## src/rtl/mbm_pkg.sv

```systemverilog
// mbm_pkg: definitions shared by the normalizing shifter and the antilog
// denormalizer. It holds the default datapath widths and the FSM state type.
package mbm_pkg;

    localparam int unsigned FRAC_W_DEF = 7;   // fraction width out of the normalizer
    localparam int unsigned K_W_DEF    = 4;   // characteristic width (sum of two 3-bit positions)
    localparam int unsigned OUT_W_DEF  = 16;  // product width

    typedef enum logic [1:0] {
        IDLE  = 2'd0,
        SHIFT = 2'd1,
        DONE  = 2'd2
    } mbm_state_t;

endpackage

```

## src/rtl/mbm_bias_comp.sv

```systemverilog
// mbm_bias_comp: saturating bias compensation of the summed log fraction.
//   frac_eff_o = min(frac_i + BIAS_C, 2^FRAC_W - 1) when EN = 1,
//   frac_eff_o = frac_i                           when EN = 0.
// Ports:
//   frac_i      [FRAC_W-1:0]  summed log fraction
//   frac_eff_o  [FRAC_W-1:0]  effective fraction used by the denormalizer
import mbm_pkg::*;

module mbm_bias_comp #(
    parameter int unsigned FRAC_W = FRAC_W_DEF,
    parameter int unsigned BIAS_C = 8,
    parameter bit          EN     = 1'b1
) (
    input  logic [FRAC_W-1:0] frac_i,
    output logic [FRAC_W-1:0] frac_eff_o
);

    localparam logic [31:0] FRAC_MAX = 32'((64'd1 << FRAC_W) - 64'd1);

    logic [31:0] sum;

    // Sum is formed 32 bits wide so any BIAS_C value clamps correctly.
    assign sum = 32'(frac_i) + 32'(BIAS_C);

    always_comb begin
        frac_eff_o = frac_i;
        if (EN) begin
            if (sum > FRAC_MAX) begin
                frac_eff_o = '1;
            end else begin
                frac_eff_o = sum[FRAC_W-1:0];
            end
        end
    end

endmodule

```

## src/rtl/antilog_denormalizer.sv

```systemverilog
// antilog_denormalizer: turns a summed log value (characteristic k_in,
// fraction frac_in) back into a linear product by shifting {1, frac} left
// k times, one position per cycle, and keeping the integer part.
// k_in = all-ones (15) is the overflow code: result saturates to all-ones.
// Optional feature: define BIAS_COMP_EN to add BIAS_C to the fraction
// (saturating) before denormalization; latency and handshake are unchanged.
// Ports:
//   clk, rst_n            clock (rising edge), async active-low reset
//   in_valid / in_ready   operand handshake; in_ready is high only in IDLE
//   frac_in [FRAC_W-1:0]  summed log fraction
//   k_in    [K_W-1:0]     summed characteristic
//   out_valid / out_ready result handshake; result held until accepted
//   result  [OUT_W-1:0]   denormalized product (held outside DONE)
//   sat                   result saturated (k_in = 15)
import mbm_pkg::*;

module antilog_denormalizer #(
    parameter int unsigned FRAC_W = FRAC_W_DEF,
    parameter int unsigned K_W    = K_W_DEF,
    parameter int unsigned OUT_W  = OUT_W_DEF,
    parameter int unsigned BIAS_C = 8
) (
    input  logic              clk,
    input  logic              rst_n,
    input  logic              in_valid,
    output logic              in_ready,
    input  logic [FRAC_W-1:0] frac_in,
    input  logic [K_W-1:0]    k_in,
    output logic              out_valid,
    input  logic              out_ready,
    output logic [OUT_W-1:0]  result,
    output logic              sat
);

`ifdef BIAS_COMP_EN
    localparam bit BIAS_EN = 1'b1;
`else
    localparam bit BIAS_EN = 1'b0;
`endif

    // Integer part of the shifted mantissa sits above the FRAC_W fraction bits.
    localparam int unsigned   ACC_W = FRAC_W + OUT_W;
    localparam logic [K_W-1:0] K_SAT = '1;
    localparam logic [K_W-1:0] K_ONE = K_W'(1);

    mbm_state_t         state_q;
    logic [ACC_W-1:0]   acc_q;
    logic [K_W-1:0]     cnt_q;
    logic [OUT_W-1:0]   result_q;
    logic               sat_q;
    logic               out_valid_q;
    logic               in_ready_q;

    logic [FRAC_W-1:0]  frac_eff;
    logic [ACC_W-1:0]   acc_load;
    logic [ACC_W-1:0]   acc_shl;

    mbm_bias_comp #(
        .FRAC_W (FRAC_W),
        .BIAS_C (BIAS_C),
        .EN     (BIAS_EN)
    ) u_bias_comp (
        .frac_i     (frac_in),
        .frac_eff_o (frac_eff)
    );

    assign acc_load = ACC_W'({1'b1, frac_eff});
    assign acc_shl  = acc_q << 1;

    // Result/sat are captured on entry to DONE so they stay put afterwards.
    always_ff @(posedge clk or negedge rst_n) begin
        if (!rst_n) begin
            state_q     <= IDLE;
            acc_q       <= '0;
            cnt_q       <= '0;
            result_q    <= '0;
            sat_q       <= 1'b0;
            out_valid_q <= 1'b0;
            in_ready_q  <= 1'b1;
        end else begin
            case (state_q)
                IDLE: begin
                    if (in_valid) begin
                        acc_q      <= acc_load;
                        cnt_q      <= k_in;
                        in_ready_q <= 1'b0;
                        if (k_in == '0 || k_in == K_SAT) begin
                            state_q     <= DONE;
                            out_valid_q <= 1'b1;
                            sat_q       <= (k_in == K_SAT);
                            result_q    <= (k_in == K_SAT) ? '1 : acc_load[FRAC_W +: OUT_W];
                        end else begin
                            state_q <= SHIFT;
                        end
                    end
                end
                SHIFT: begin
                    acc_q <= acc_shl;
                    cnt_q <= cnt_q - K_ONE;
                    // cnt_q == 1 means this edge performs the k-th shift.
                    if (cnt_q == K_ONE) begin
                        state_q     <= DONE;
                        out_valid_q <= 1'b1;
                        sat_q       <= 1'b0;
                        result_q    <= acc_shl[FRAC_W +: OUT_W];
                    end
                end
                DONE: begin
                    if (out_ready) begin
                        state_q     <= IDLE;
                        out_valid_q <= 1'b0;
                        in_ready_q  <= 1'b1;
                    end
                end
                default: begin
                    state_q     <= IDLE;
                    out_valid_q <= 1'b0;
                    in_ready_q  <= 1'b1;
                end
            endcase
        end
    end

    assign in_ready  = in_ready_q;
    assign out_valid = out_valid_q;
    assign result    = result_q;
    assign sat       = sat_q;

endmodule

```

## config.mk

```make
export PLATFORM = sky130hd
export DESIGN_NAME = antilog_denormalizer
export DESIGN_NICKNAME = d
export VERILOG_FILES = /design/src/rtl/mbm_pkg.sv /design/src/rtl/mbm_bias_comp.sv /design/src/rtl/antilog_denormalizer.sv
export SDC_FILE = /design/constraint.sdc
export NUM_CORES = 1
export LEC_CHECK = 0
export ABC_AREA = 1
export BUFFER_PORTS_ARGS = -buffer_cell sky130_fd_sc_hd__buf_4
export CELL_PAD_IN_SITES_DETAIL_PLACEMENT = 0
export CELL_PAD_IN_SITES_GLOBAL_PLACEMENT = 1
export CORE_AREA = 2 2 74 76
export CTS_BUF_LIST = sky130_fd_sc_hd__clkbuf_4
export DETAILED_ROUTE_END_ITERATION = 16
export DIE_AREA = 0 0 76 78
export PLACE_DENSITY = 0.89
export SLEW_MARGIN = 10
export SYNTH_ARGS = -nofsm -noshare
export SYNTH_HDL_FRONTEND = slang
export SYNTH_SLANG_ARGS = --single-unit
```

## constraint.sdc

```tcl
create_clock -name clk -period 2 [get_ports clk]
set_clock_uncertainty 0.2 [all_clocks]
set_input_delay 0.4 -clock clk [delete_from_list [all_inputs] [get_ports clk]]
set_output_delay 0.4 -clock clk [all_outputs]
set_load 0.1 [all_outputs]
```

==> out/qor.yml, run 1 <==
floorplanning:
  row_count: 26
  fp.coreArea_mm2: 0.00504
  io_pins: 34
  die_w_um: 76
  initial_core_util_pct: 42.0
  die_area_mm2: 0.00593
  die_h_um: 78
global_routing:
  grt_util_met3_pct: 4.19
  grt_pass1_wl_um: 7390
  grt-busiest-layer: "met2"
  use_met2_pct: 25.0
  grt.overflow.total: 0
  grt_pass1_vias: 1630
  grt_usage_pct: 15.4
  grt_max_degree: 48
  antenna_found_initial: 0
  use_met1_pct: 20.5
sta:
  rsz0062_at_grt: "no"
  max_clock_freq_mhz: 560
  period_minus_slack_ns: 1.79
  fin_crit_sh_pct: 89.3
  setup_viol: 0
  drv_slew: 0
  setup_tns_ns: 0
  hold_viol: 0
  tightestPinTransition_ns: 0.596
  slew_headroom_pct: 60.3
route:
  drc: 0
  wirelength_um: 4070
  dr.first_iter.drc_count: 129
  dr.pass1.iters: 5
  wire_per_inst_um: 11.3
  drtAntennaViolNets: 0
  dr_total_vias: 1691
  via_per_inst: 4.68
cts:
  cts-buffers-inserted: 5
  cts_post_setup_buffers_inserted: 0
  clock_latency_ns: 0.36
  ctsLongestPathBuffers: 2
  cts.clk_slew.worst_paths_ns: 0.14
  clockRootBuffer: "clkbuf_4"
  ctsHtreeMaxLevel: 2
  cts_tree: "yes"
  clkSinkCount: 47
finish:
  finalInstanceArea_mm2: 0.00251
  antenna_cells: 0
  final_nets: 307
  drive_gt1_share_pct: 18.2
  areaGrowthSynthToFinish_pct: 18.4
  fin_util_pct: 49.7
synth:
  synth_area_leaders: "dfrtp_1 54%, nand2_1 20%, nand3_1 5.7%"
  synth_nets: 272
  ys.flop_type: "dfrtp_1"
  synth_seq_cells: 47
  synth.avg_cell_area_um2: 8.31
  synth_cell_types: 24
  yosys.area.top_type: "dfrtp_1"
  yosysWarnings: 0
  synth_top_area_share_pct: 54.3
  async_flop_share_pct: 100
  yosysMostFrequentCell: "nand2_1"
  synthCells: 255
  synth_edf_count: 0
  ys_top_cells_by_count: "114 x nand2_1, 46 x dfrtp_1, 24 x nand3_1, 18 x inv_1, 14 x o21ai_0"
  yosysSeqAreaShare_pct: 55.6
  synth_area_mm2: 0.00212
worst_setup_path:
  critical_path_class: "flop to output port"
  r2r-end: "result[8]"
  cp_slowest_stage_delay_ns: 0.55
  worstSetupEndpointType: "output port"
  cp_top_family: "flip-flops"
  crit_path_cell_trace: "buf_4"
  worst-path-buf-inv: 1
  reg2reg_depth: 7
  crit_slowest_cell: "dfstp_2"
  critPathMaxFanout: 2
  worst_setup_path_start_kind: "flop"
  r2r_slack_ns: 0.27
  cp.arrival_ns: 1.19
  timing.rr.start: "cnt_q[1]"
  crit_required_ns: 1.40
min_path:
  hold_path.class: "input port to flop"
  whs_path_depth: 3
  holdPathEnd: "acc_q[4]"
  hold_start: "frac_in[4]"
placement:
  dpl-instance-area_mm2: 0.00244
  place_congestion: 0.741
  port_buffers: 33
  hpwlAfterDp_um: 2680
status:
  status: "complete, no violations"
job:
  maxCapViolCount: 0
## worst max path at each step
stage | start | end | slack (ns) | depth (start not counted)
4_1_cts | in_ready | in_ready | 0.20 | 1
5_1_grt | cnt_q[1] | result[8] | 0.11 | 7
6_report | in_ready | in_ready | 0.21 | 1
3_5_place_dp | cnt_q[1] | result[8] | 0.26 | 7
2_1_floorplan | cnt_q[1] | result[10] | 0.35 | 8
3_3_place_gp | cnt_q[1] | result[8] | 0.31 | 7
## cells by family after synthesis
kind of cell,synth area share [%]
buffers and inverters,6.56
AOI/OAI and AO/OA,7.86
adders and majority gates,1.18
xor gates and xnor gates,0.414
DFF,55.6
and+or+nand+nor,28.4
## final cells by class
| class | instances | area, um2 |
|---|---|---|
| inverters | 20 | 75.1 |
| well taps | 70 | 87.6 |
| repair buffers | 39 | 308 |
| fillers | 504 | 2530 |
| clock buffers | 5 | 37.5 |
| flip-flops and latches | 47 | 1180 |
| multi-input cells | 177 | 802 |
| clock inverters | 3 | 20.0 |
## sequential cells by signal, summed over array words and instances, names as in the netlist
signal / count
sat: 1
cnt_q: 4
state_q: 2
out_valid: 1
result: 16
acc_q: 22
in_ready: 1
## cells in the final DEF, fill, tap and decap left out
cell type	synthesis	layout
ha_1	2	2
nand4_1	1	1
xor2_1	1	1
inv_1	18	18
buf_4	2	37
dfrtp_1	46	46
o211ai_1	7	7
nand2_4	1	1
dfstp_2	1	1
nand3_1	24	24
o21ai_2	1	1
a21oi_4	1	1
o21ai_0	14	14
nand2_2	1	1
clkbuf_4	0	5
o21a_1	1	1
clkinv_2	0	1
a21oi_1	1	1
dlygate4sd3_1	0	1
clkinvlp_4	0	2
nand2_1	114	114
o22ai_1	1	1
nor2_1	6	6
inv_2	2	2
buf_12	0	1
nand3b_1	1	1
## routing by layer
metal	wire (um)	part of all wire (%)
met1	2020	50
met2	1830	45
met3	179	4.4
met4	48	1.2
met5	0	0
## timing repair
item / 4_1_cts / 5_1_grt
gates resized for setup: 0 / 0
endpoints found under the setup margin: 0 / 0
hold buffers: 1 / 0
endpoints found under the hold margin: 46 / 0
## stage by stage
stage	worst slack [ns]	hold slack, ns	cells
floorplan	0.353	-0.0956	255
global placement	0.311	0.248	352
detailed placement	0.263	0.252	352
CTS	0.195	0.0883	361
global route	0.112	0.0714	361
finish	0.214	0.0990	361
Power of run 1 is left out: the tool's default activity adds up to more than one toggle a clock period on the data nets, which glitch-free logic cannot reach.
==> inputs of run 2 (changes only) <==
--- a/config.mk
+++ b/config.mk
@@ -9,11 +9,11 @@
 export BUFFER_PORTS_ARGS = -buffer_cell sky130_fd_sc_hd__buf_4
 export CELL_PAD_IN_SITES_DETAIL_PLACEMENT = 0
 export CELL_PAD_IN_SITES_GLOBAL_PLACEMENT = 1
-export CORE_AREA = 2 2 74 76
+export CORE_AREA = 2 2 88 90
 export CTS_BUF_LIST = sky130_fd_sc_hd__clkbuf_4
 export DETAILED_ROUTE_END_ITERATION = 16
-export DIE_AREA = 0 0 76 78
-export PLACE_DENSITY = 0.89
+export DIE_AREA = 0 0 90 92
+export PLACE_DENSITY = 0.68
 export SLEW_MARGIN = 10
 export SYNTH_ARGS = -nofsm -noshare
 export SYNTH_HDL_FRONTEND = slang
==> out/qor.yml, run 2 (synthesis gave the netlist of run 1 again) <==
sta:
  setup_viol: 0  # unchanged
  tightestPinTransition_ns: 0.594  # was 0.596 ns
  hold_viol: 0  # unchanged
  drv_slew: 0  # unchanged
  layout_setup_ws_ns: 0.197  # was 0.214 ns
  rsz0062_at_grt: "no"  # unchanged
  slew_headroom_pct: 60.4  # was 60.3%
  setup_tns_ns: 0  # unchanged
  fin_crit_sh_pct: 90.1  # was 89.3%
  period_minus_slack_ns: 1.80  # was 1.79 ns
  max_clock_freq_mhz: 555  # was 560 MHz
placement:
  place_congestion: 0.700  # was 0.741
  port_buffers: 33  # unchanged
  hpwlAfterDp_um: 3010  # was 2680 um
  place_ws_ns: 0.203  # was 0.263 ns
cts:
  clock_latency_ns: 0.36  # about the same
  clockRootBuffer: "clkbuf_4"  # unchanged
  cts-buffers-inserted: 5  # unchanged
  cts_tree: "yes"  # unchanged
  cts.clk_slew.worst_paths_ns: 0.13  # was 0.14 ns
  ctsLongestPathBuffers: 2  # unchanged
  post_cts_resize_count: 0  # unchanged
  cts_post_setup_buffers_inserted: 0  # unchanged
  ctsHtreeMaxLevel: 2  # unchanged
  hold_buffers: 1  # unchanged
  clkSinkCount: 47  # unchanged
worst_setup_path:
  cp.arrival_ns: 1.84  # was 1.19 ns
  crit_slowest_cell: "dfrtp_1"  # was dfstp_2
  timing.rr.start: "state_q[1]"  # was cnt_q[1]
  crit_cells: 7  # was 1
  worstSetupEndpointType: "flop"  # was output port
  worst-path-buf-inv: 3  # was 1
  critPathMaxFanout: 18  # was 2
  crit_required_ns: 2.03  # was 1.40 ns
  r2r-end: "acc_q[5]"  # was result[8]
  critical_path_class: "flop to flop"  # was flop to output port
  cp_common_cell: "inv_2"
  r2r_slack_ns: 0.20  # was 0.27 ns
  crit_path_cell_trace: "inv_2 > nand2_2 > inv_2 > buf_4 > nand2_1 > o211ai_1 > o21ai_0"  # was buf_4
  cp-endpoint: "acc_q[5]"  # was in_ready
  cp_top_family: "buffers and inverters"  # was flip-flops
  crit_start: "state_q[1]"  # was in_ready
  cp_slowest_stage_delay_ns: 0.43  # was 0.55 ns
  worst_setup_path_start_kind: "flop"  # unchanged
  reg2reg_depth: 7  # unchanged
floorplanning:
  io_pins: 34  # unchanged
  row_count: 32  # was 26
  initial_core_util_pct: 28.4  # was 42.0%
  die_h_um: 92  # was 78 um
  fp.coreArea_mm2: 0.00745  # was 0.00504 mm2
  die_w_um: 90  # was 76 um
  die_area_mm2: 0.00828  # was 0.00593 mm2
global_routing:
  grt.overflow.total: 0  # unchanged
  grt_usage_pct: 12.1  # was 15.4%
  grt_pass1_vias: 1682  # was 1,630
  antenna_found_initial: 0  # unchanged
  grt_max_degree: 48  # unchanged
  grt_pass1_wl_um: 8100  # was 7390 um
route:
  wire_per_inst_um: 11.4  # was 11.3 um
  dr_total_vias: 1699  # was 1,691
  dr.pass1.iters: 4  # was 5
  via_per_inst: 4.32  # was 4.68
  drtAntennaViolNets: 0  # unchanged
  dr.first_iter.drc_count: 85  # was 129
  wirelength_um: 4490  # was 4070 um
  drc: 0  # unchanged
finish:
  regMostFlops: "acc_q"  # unchanged
  antenna_cells: 0  # unchanged
  drive_gt1_share_pct: 18.2  # unchanged
  final_nets: 307  # unchanged
  num-fill-cells: 810  # was 504
  layout_common_cells: "114 x nand2_1, 46 x dfrtp_1, 38 x buf_4"  # was 114 x nand2_1, 46 x dfrtp_1, 37 x buf_4
  mostFrequentLayoutCell: "nand2_1"  # unchanged
  largest_reg_flops: 22  # unchanged
  areaGrowthSynthToFinish_pct: 19.7  # was 18.4%
min_path:
  whs_path_depth: 3  # unchanged
  hold_path.class: "input port to flop"  # unchanged
status:
  status: "complete, no violations"  # unchanged
job:
  maxCapViolCount: 0  # unchanged
power_and_ir_drop:
  p_total_w: 0.00444
  power.density_mw_per_mm2: 1750
  peakVddDrop_mv: 0.478
  cellLeakagePower_nw: 1.45
## run 2: cell types whose count changed in the layout (fill, tap and decap cells not counted), sizes merged
cell | before | now
clkinvlp | 2 | 0
clkbuf | 5 | 7
## run 2: per-layer routing
layer | GRT usage (%) | part of all wire (%) | vias up
li1 | - | - | 874
met1 | 16.6 | 51 | 795
met2 | 18.9 | 44 | 24
met3 | 2.96 | 3.4 | 6
met4 | 4.23 | 1.7 | 0
met5 | 0 | 0 | -
## run 2: how the worst min path moves through the flow
stage / from / end / slack (ns)
floorplan: rst_n / acc_q[0] / -0.1
global placement: acc_q[15] / acc_q[15] / 0.25
detailed placement: acc_q[8] / acc_q[8] / 0.26
CTS: frac_in[6] / acc_q[6] / 0.08
global route: frac_in[4] / acc_q[4] / 0.09
finish: frac_in[0] / acc_q[0] / 0.09
## run 2: cell type report
class | count | area (um2) | area share [%]
well taps | 102 | 128 | 5.03
repair buffers | 39 | 295 | 11.6
clock buffers | 7 | 52.6 | 2.07
flip-flops and latches | 47 | 1180 | 46.4
inverters | 20 | 75.1 | 2.96
multi-input cells | 177 | 802 | 31.6
clock inverters | 1 | 5.00 | 0.197
## run 2: report_power, final
part | internal (W) | switching, W | total (W)
Combinational | 0.000578 | 0.00194 | 0.00252
Sequential | 0.00129 | 0.000166 | 0.00145
Clock | 0.000165 | 0.000298 | 0.000463
Total | 0.00203 | 0.00241 | 0.00444
## run 2: worst min-delay path: cells and delay by family
kind	cells	cell delay (ns)
buffers and inverters	1	0.08
AO/OA/AOI/OAI	1	0.07
AND/OR/NAND/NOR	1	0.06
## run 2: metrics by stage
step | std cells | cell area (um2) | util [%] | hold WS, ns
CTS | 393 | 2530 | 34.0 | 0.0780
finish | 393 | 2530 | 34.0 | 0.0917
global route | 393 | 2530 | 34.0 | 0.0918
global placement | 384 | 2470 | 33.1 | 0.254
detailed placement | 384 | 2470 | 33.1 | 0.259
floorplan | 255 | 2120 | - | -0.0956
No activity file was read; power rests on OpenSTA's default activity.
==> inputs of run 3 (changes only) <==
--- a/config.mk
+++ b/config.mk
@@ -9,12 +9,13 @@
 export BUFFER_PORTS_ARGS = -buffer_cell sky130_fd_sc_hd__buf_4
 export CELL_PAD_IN_SITES_DETAIL_PLACEMENT = 0
 export CELL_PAD_IN_SITES_GLOBAL_PLACEMENT = 1
-export CORE_AREA = 2 2 88 90
+export CORE_AREA = 2 2 89 91
 export CTS_BUF_LIST = sky130_fd_sc_hd__clkbuf_4
 export DETAILED_ROUTE_END_ITERATION = 16
-export DIE_AREA = 0 0 90 92
+export DIE_AREA = 0 0 91 93
 export PLACE_DENSITY = 0.68
 export SLEW_MARGIN = 10
 export SYNTH_ARGS = -nofsm -noshare
 export SYNTH_HDL_FRONTEND = slang
+export SYNTH_HIERARCHICAL = 1
 export SYNTH_SLANG_ARGS = --single-unit
==> out/qor.yml, run 3 <==
status:
  status: "complete, no violations"  # unchanged
route:
  dr.pass1.iters: 4  # unchanged
  dr_total_vias: 1716  # was 1,699
  via_per_inst: 4.36  # was 4.32
  drc: 0  # unchanged
  dr.first_iter.drc_count: 69  # was 85
  drtAntennaViolNets: 0  # unchanged
  wire_per_inst_um: 11.7  # was 11.4 um
  wirelength_um: 4610  # was 4490 um
synth:
  ys.flop_type: "dfrtp_1"  # unchanged
  synth_edf_count: 0  # unchanged
  synth_simple_gate_area_share_pct: 27.7  # was 28.4%
  synthCells: 262  # was 255
  yosysWarnings: 6  # was 0
  synth.avg_cell_area_um2: 8.28  # was 8.31 um2
  synth_top_family_by_area: "simple AND/OR/NAND/NOR gates"  # unchanged
  synth_mux_area_share_pct: 0  # unchanged
  synth_area_leaders: "dfrtp_1 53%, nand2_1 20%, nand3_1 5.5%"  # was dfrtp_1 54%, nand2_1 20%, nand3_1 5.7%
  synth_top_area_share_pct: 53.1  # was 54.3%
  synth_nets: 279  # was 272
  yosysMostFrequentCell: "nand2_1"  # unchanged
  synthAdderAreaFrac_pct: 1.15  # was 1.18%
  synth_xor_area_share_pct: 0.404  # was 0.413%
  yosys.area.top_type: "dfrtp_1"  # unchanged
  async_flop_share_pct: 100  # unchanged
  synth_compound_area_share_pct: 7.67  # was 7.86%
  ys_top_cells_by_count: "114 x nand2_1, 46 x dfrtp_1, 24 x nand3_1, 18 x inv_1, 14 x o21ai_0"  # unchanged
  synth_cell_types: 24  # unchanged
  synth_seq_cells: 47  # unchanged
  synth_area_mm2: 0.00217  # was 0.00212 mm2
  yosysSeqAreaShare_pct: 54.3  # was 55.6%
finish:
  regMostFlops: "acc_q"  # unchanged
  layout_common_cells: "114 x nand2_1, 46 x dfrtp_1, 39 x buf_4"  # was 114 x nand2_1, 46 x dfrtp_1, 38 x buf_4
  antenna_cells: 0  # unchanged
  num-fill-cells: 834  # was 810
  mostFrequentLayoutCell: "nand2_1"  # unchanged
  areaGrowthSynthToFinish_pct: 19.4  # was 19.7%
  final_nets: 308  # was 307
  largest_reg_flops: 22  # unchanged
  drive_gt1_share_pct: 18.5  # was 18.2%
floorplanning:
  die_h_um: 93  # was 92 um
  fp.coreArea_mm2: 0.00753  # was 0.00745 mm2
  io_pins: 34  # unchanged
  row_count: 32  # unchanged
  die_w_um: 91  # was 90 um
  initial_core_util_pct: 28.8  # was 28.4%
  die_area_mm2: 0.00846  # was 0.00828 mm2
cts:
  cts_post_setup_buffers_inserted: 0  # unchanged
  cts-buffers-inserted: 5  # unchanged
  clkSinkCount: 47  # unchanged
  clockRootBuffer: "clkbuf_4"  # unchanged
  cts.clk_slew.worst_paths_ns: 0.13  # about the same
  ctsHtreeMaxLevel: 2  # unchanged
  cts_tree: "yes"  # unchanged
  post_cts_resize_count: 0  # unchanged
  ctsLongestPathBuffers: 2  # unchanged
  clock_latency_ns: 0.36  # about the same
placement:
  place_congestion: 0.749  # was 0.700
  port_buffers: 33  # unchanged
  hpwlAfterDp_um: 3130  # was 3010 um
worst_setup_path:
  timing.rr.start: "state_q[0]"  # was state_q[1]
  cp_slowest_stage_delay_ns: 0.55  # was 0.43 ns
  r2r_slack_ns: 0.31  # was 0.20 ns
  cp-endpoint: "in_ready"  # was acc_q[5]
  crit_cells: 1  # was 7
  crit_start: "in_ready"  # was state_q[1]
  crit_path_cell_trace: "buf_4"  # was inv_2 > nand2_2 > inv_2 > buf_4 > nand2_1 > o211ai_1 > o21ai_0
  worst_setup_path_start_kind: "flop"  # unchanged
  critical_path_class: "flop to output port"  # was flop to flop
  cp_top_family: "flip-flops"  # was buffers and inverters
  crit_slowest_cell: "dfstp_2"  # was dfrtp_1
  critPathMaxFanout: 2  # was 18
  cp.arrival_ns: 1.19  # was 1.84 ns
  crit_required_ns: 1.40  # was 2.03 ns
  reg2reg_depth: 4  # was 7
  worstSetupEndpointType: "output port"  # was flop
  r2r-end: "cnt_q[1]"  # was acc_q[5]
  worst-path-buf-inv: 1  # was 3
sta:
  max_clock_freq_mhz: 559  # was 555 MHz
  tightestPinTransition_ns: 0.611  # was 0.594 ns
  slew_headroom_pct: 59.3  # was 60.4%
  rsz0062_at_grt: "no"  # unchanged
  fin_crit_sh_pct: 89.5  # was 90.1%
  hold_viol: 0  # unchanged
  setup_viol: 0  # unchanged
  period_minus_slack_ns: 1.79  # was 1.80 ns
  drv_slew: 0  # unchanged
  setup_tns_ns: 0  # unchanged
global_routing:
  grt_max_degree: 48  # unchanged
  grt.overflow.total: 0  # unchanged
  grt_usage_pct: 11.8  # was 12.1%
  grt_pass1_wl_um: 8080  # was 8100 um
  grt_pass1_vias: 1714  # was 1,682
  antenna_found_initial: 0  # unchanged
job:
  maxCapViolCount: 0  # unchanged
min_path:
  hold_path.class: "input port to flop"  # unchanged
## run 3: worst min-delay path, delay by kind of cell
family | cells | cell delay [ns]
compound gates | 2 | 0.15
buf+inv | 1 | 0.08
## run 3: cell families after synthesis
family,Yosys count
buffers and inverters,38
AOI/OAI and AO/OA,26
DFF,47
and+or+nand+nor,148
xor gates and xnor gates,1
adders and majority gates,2
## run 3: layout make-up
cell class / count / area (um2) / share of cell area [%]
well taps: 102 / 128 / 4.93
clock inverters: 2 / 60.1 / 2.32
clock buffers: 6 / 45.0 / 1.74
repair buffers: 40 / 303 / 11.7
inverters: 20 / 75.1 / 2.90
flip-flops and latches: 47 / 1180 / 45.5
multi-input cells: 177 / 802 / 31.0
## run 3: worst min-delay path by stage
| stage | startpoint | cells after the start | slack, ns | end |
|---|---|---|---|---|
| after floorplan | rst_n | 0 | -0.1 | acc_q[0] |
| after global placement | rst_n | 1 | 0.25 | acc_q[1] |
| after detailed placement | rst_n | 1 | 0.25 | acc_q[0] |
| after CTS | frac_in[3] | 3 | 0.08 | acc_q[3] |
| after global routing | frac_in[3] | 3 | 0.09 | acc_q[3] |
| final | frac_in[3] | 3 | 0.1 | acc_q[3] |
## run 3: metal layers
layer  track usage (%)  up-vias  routed length (um)
met5                 0        -                   0
met4              4.17        0                  77
met3              2.90        7                 183
met2              19.0       33                2120
met1              15.7      799                2230
li1                  -      877                   -
## run 3: metrics by stage
step | cell area, um2 | setup WS, ns | utilization [%] | hold WS, ns | instances
after floorplan | 2170 | 0.351 | - | -0.0956 | 262
after global placement | 2470 | 0.309 | 32.9 | 0.250 | 385
after detailed placement | 2470 | 0.278 | 32.9 | 0.252 | 385
after CTS | 2590 | 0.190 | 34.4 | 0.0847 | 394
after global routing | 2590 | 0.132 | 34.4 | 0.0942 | 394
final | 2590 | 0.210 | 34.4 | 0.0962 | 394
## run 3: repair_timing
action | in CTS | in global routing
hold endpoints to repair | 46 | 0
setup endpoints to repair | 0 | 0
hold buffers | 1 | 0
Power of run 3 is left out for the same reason.
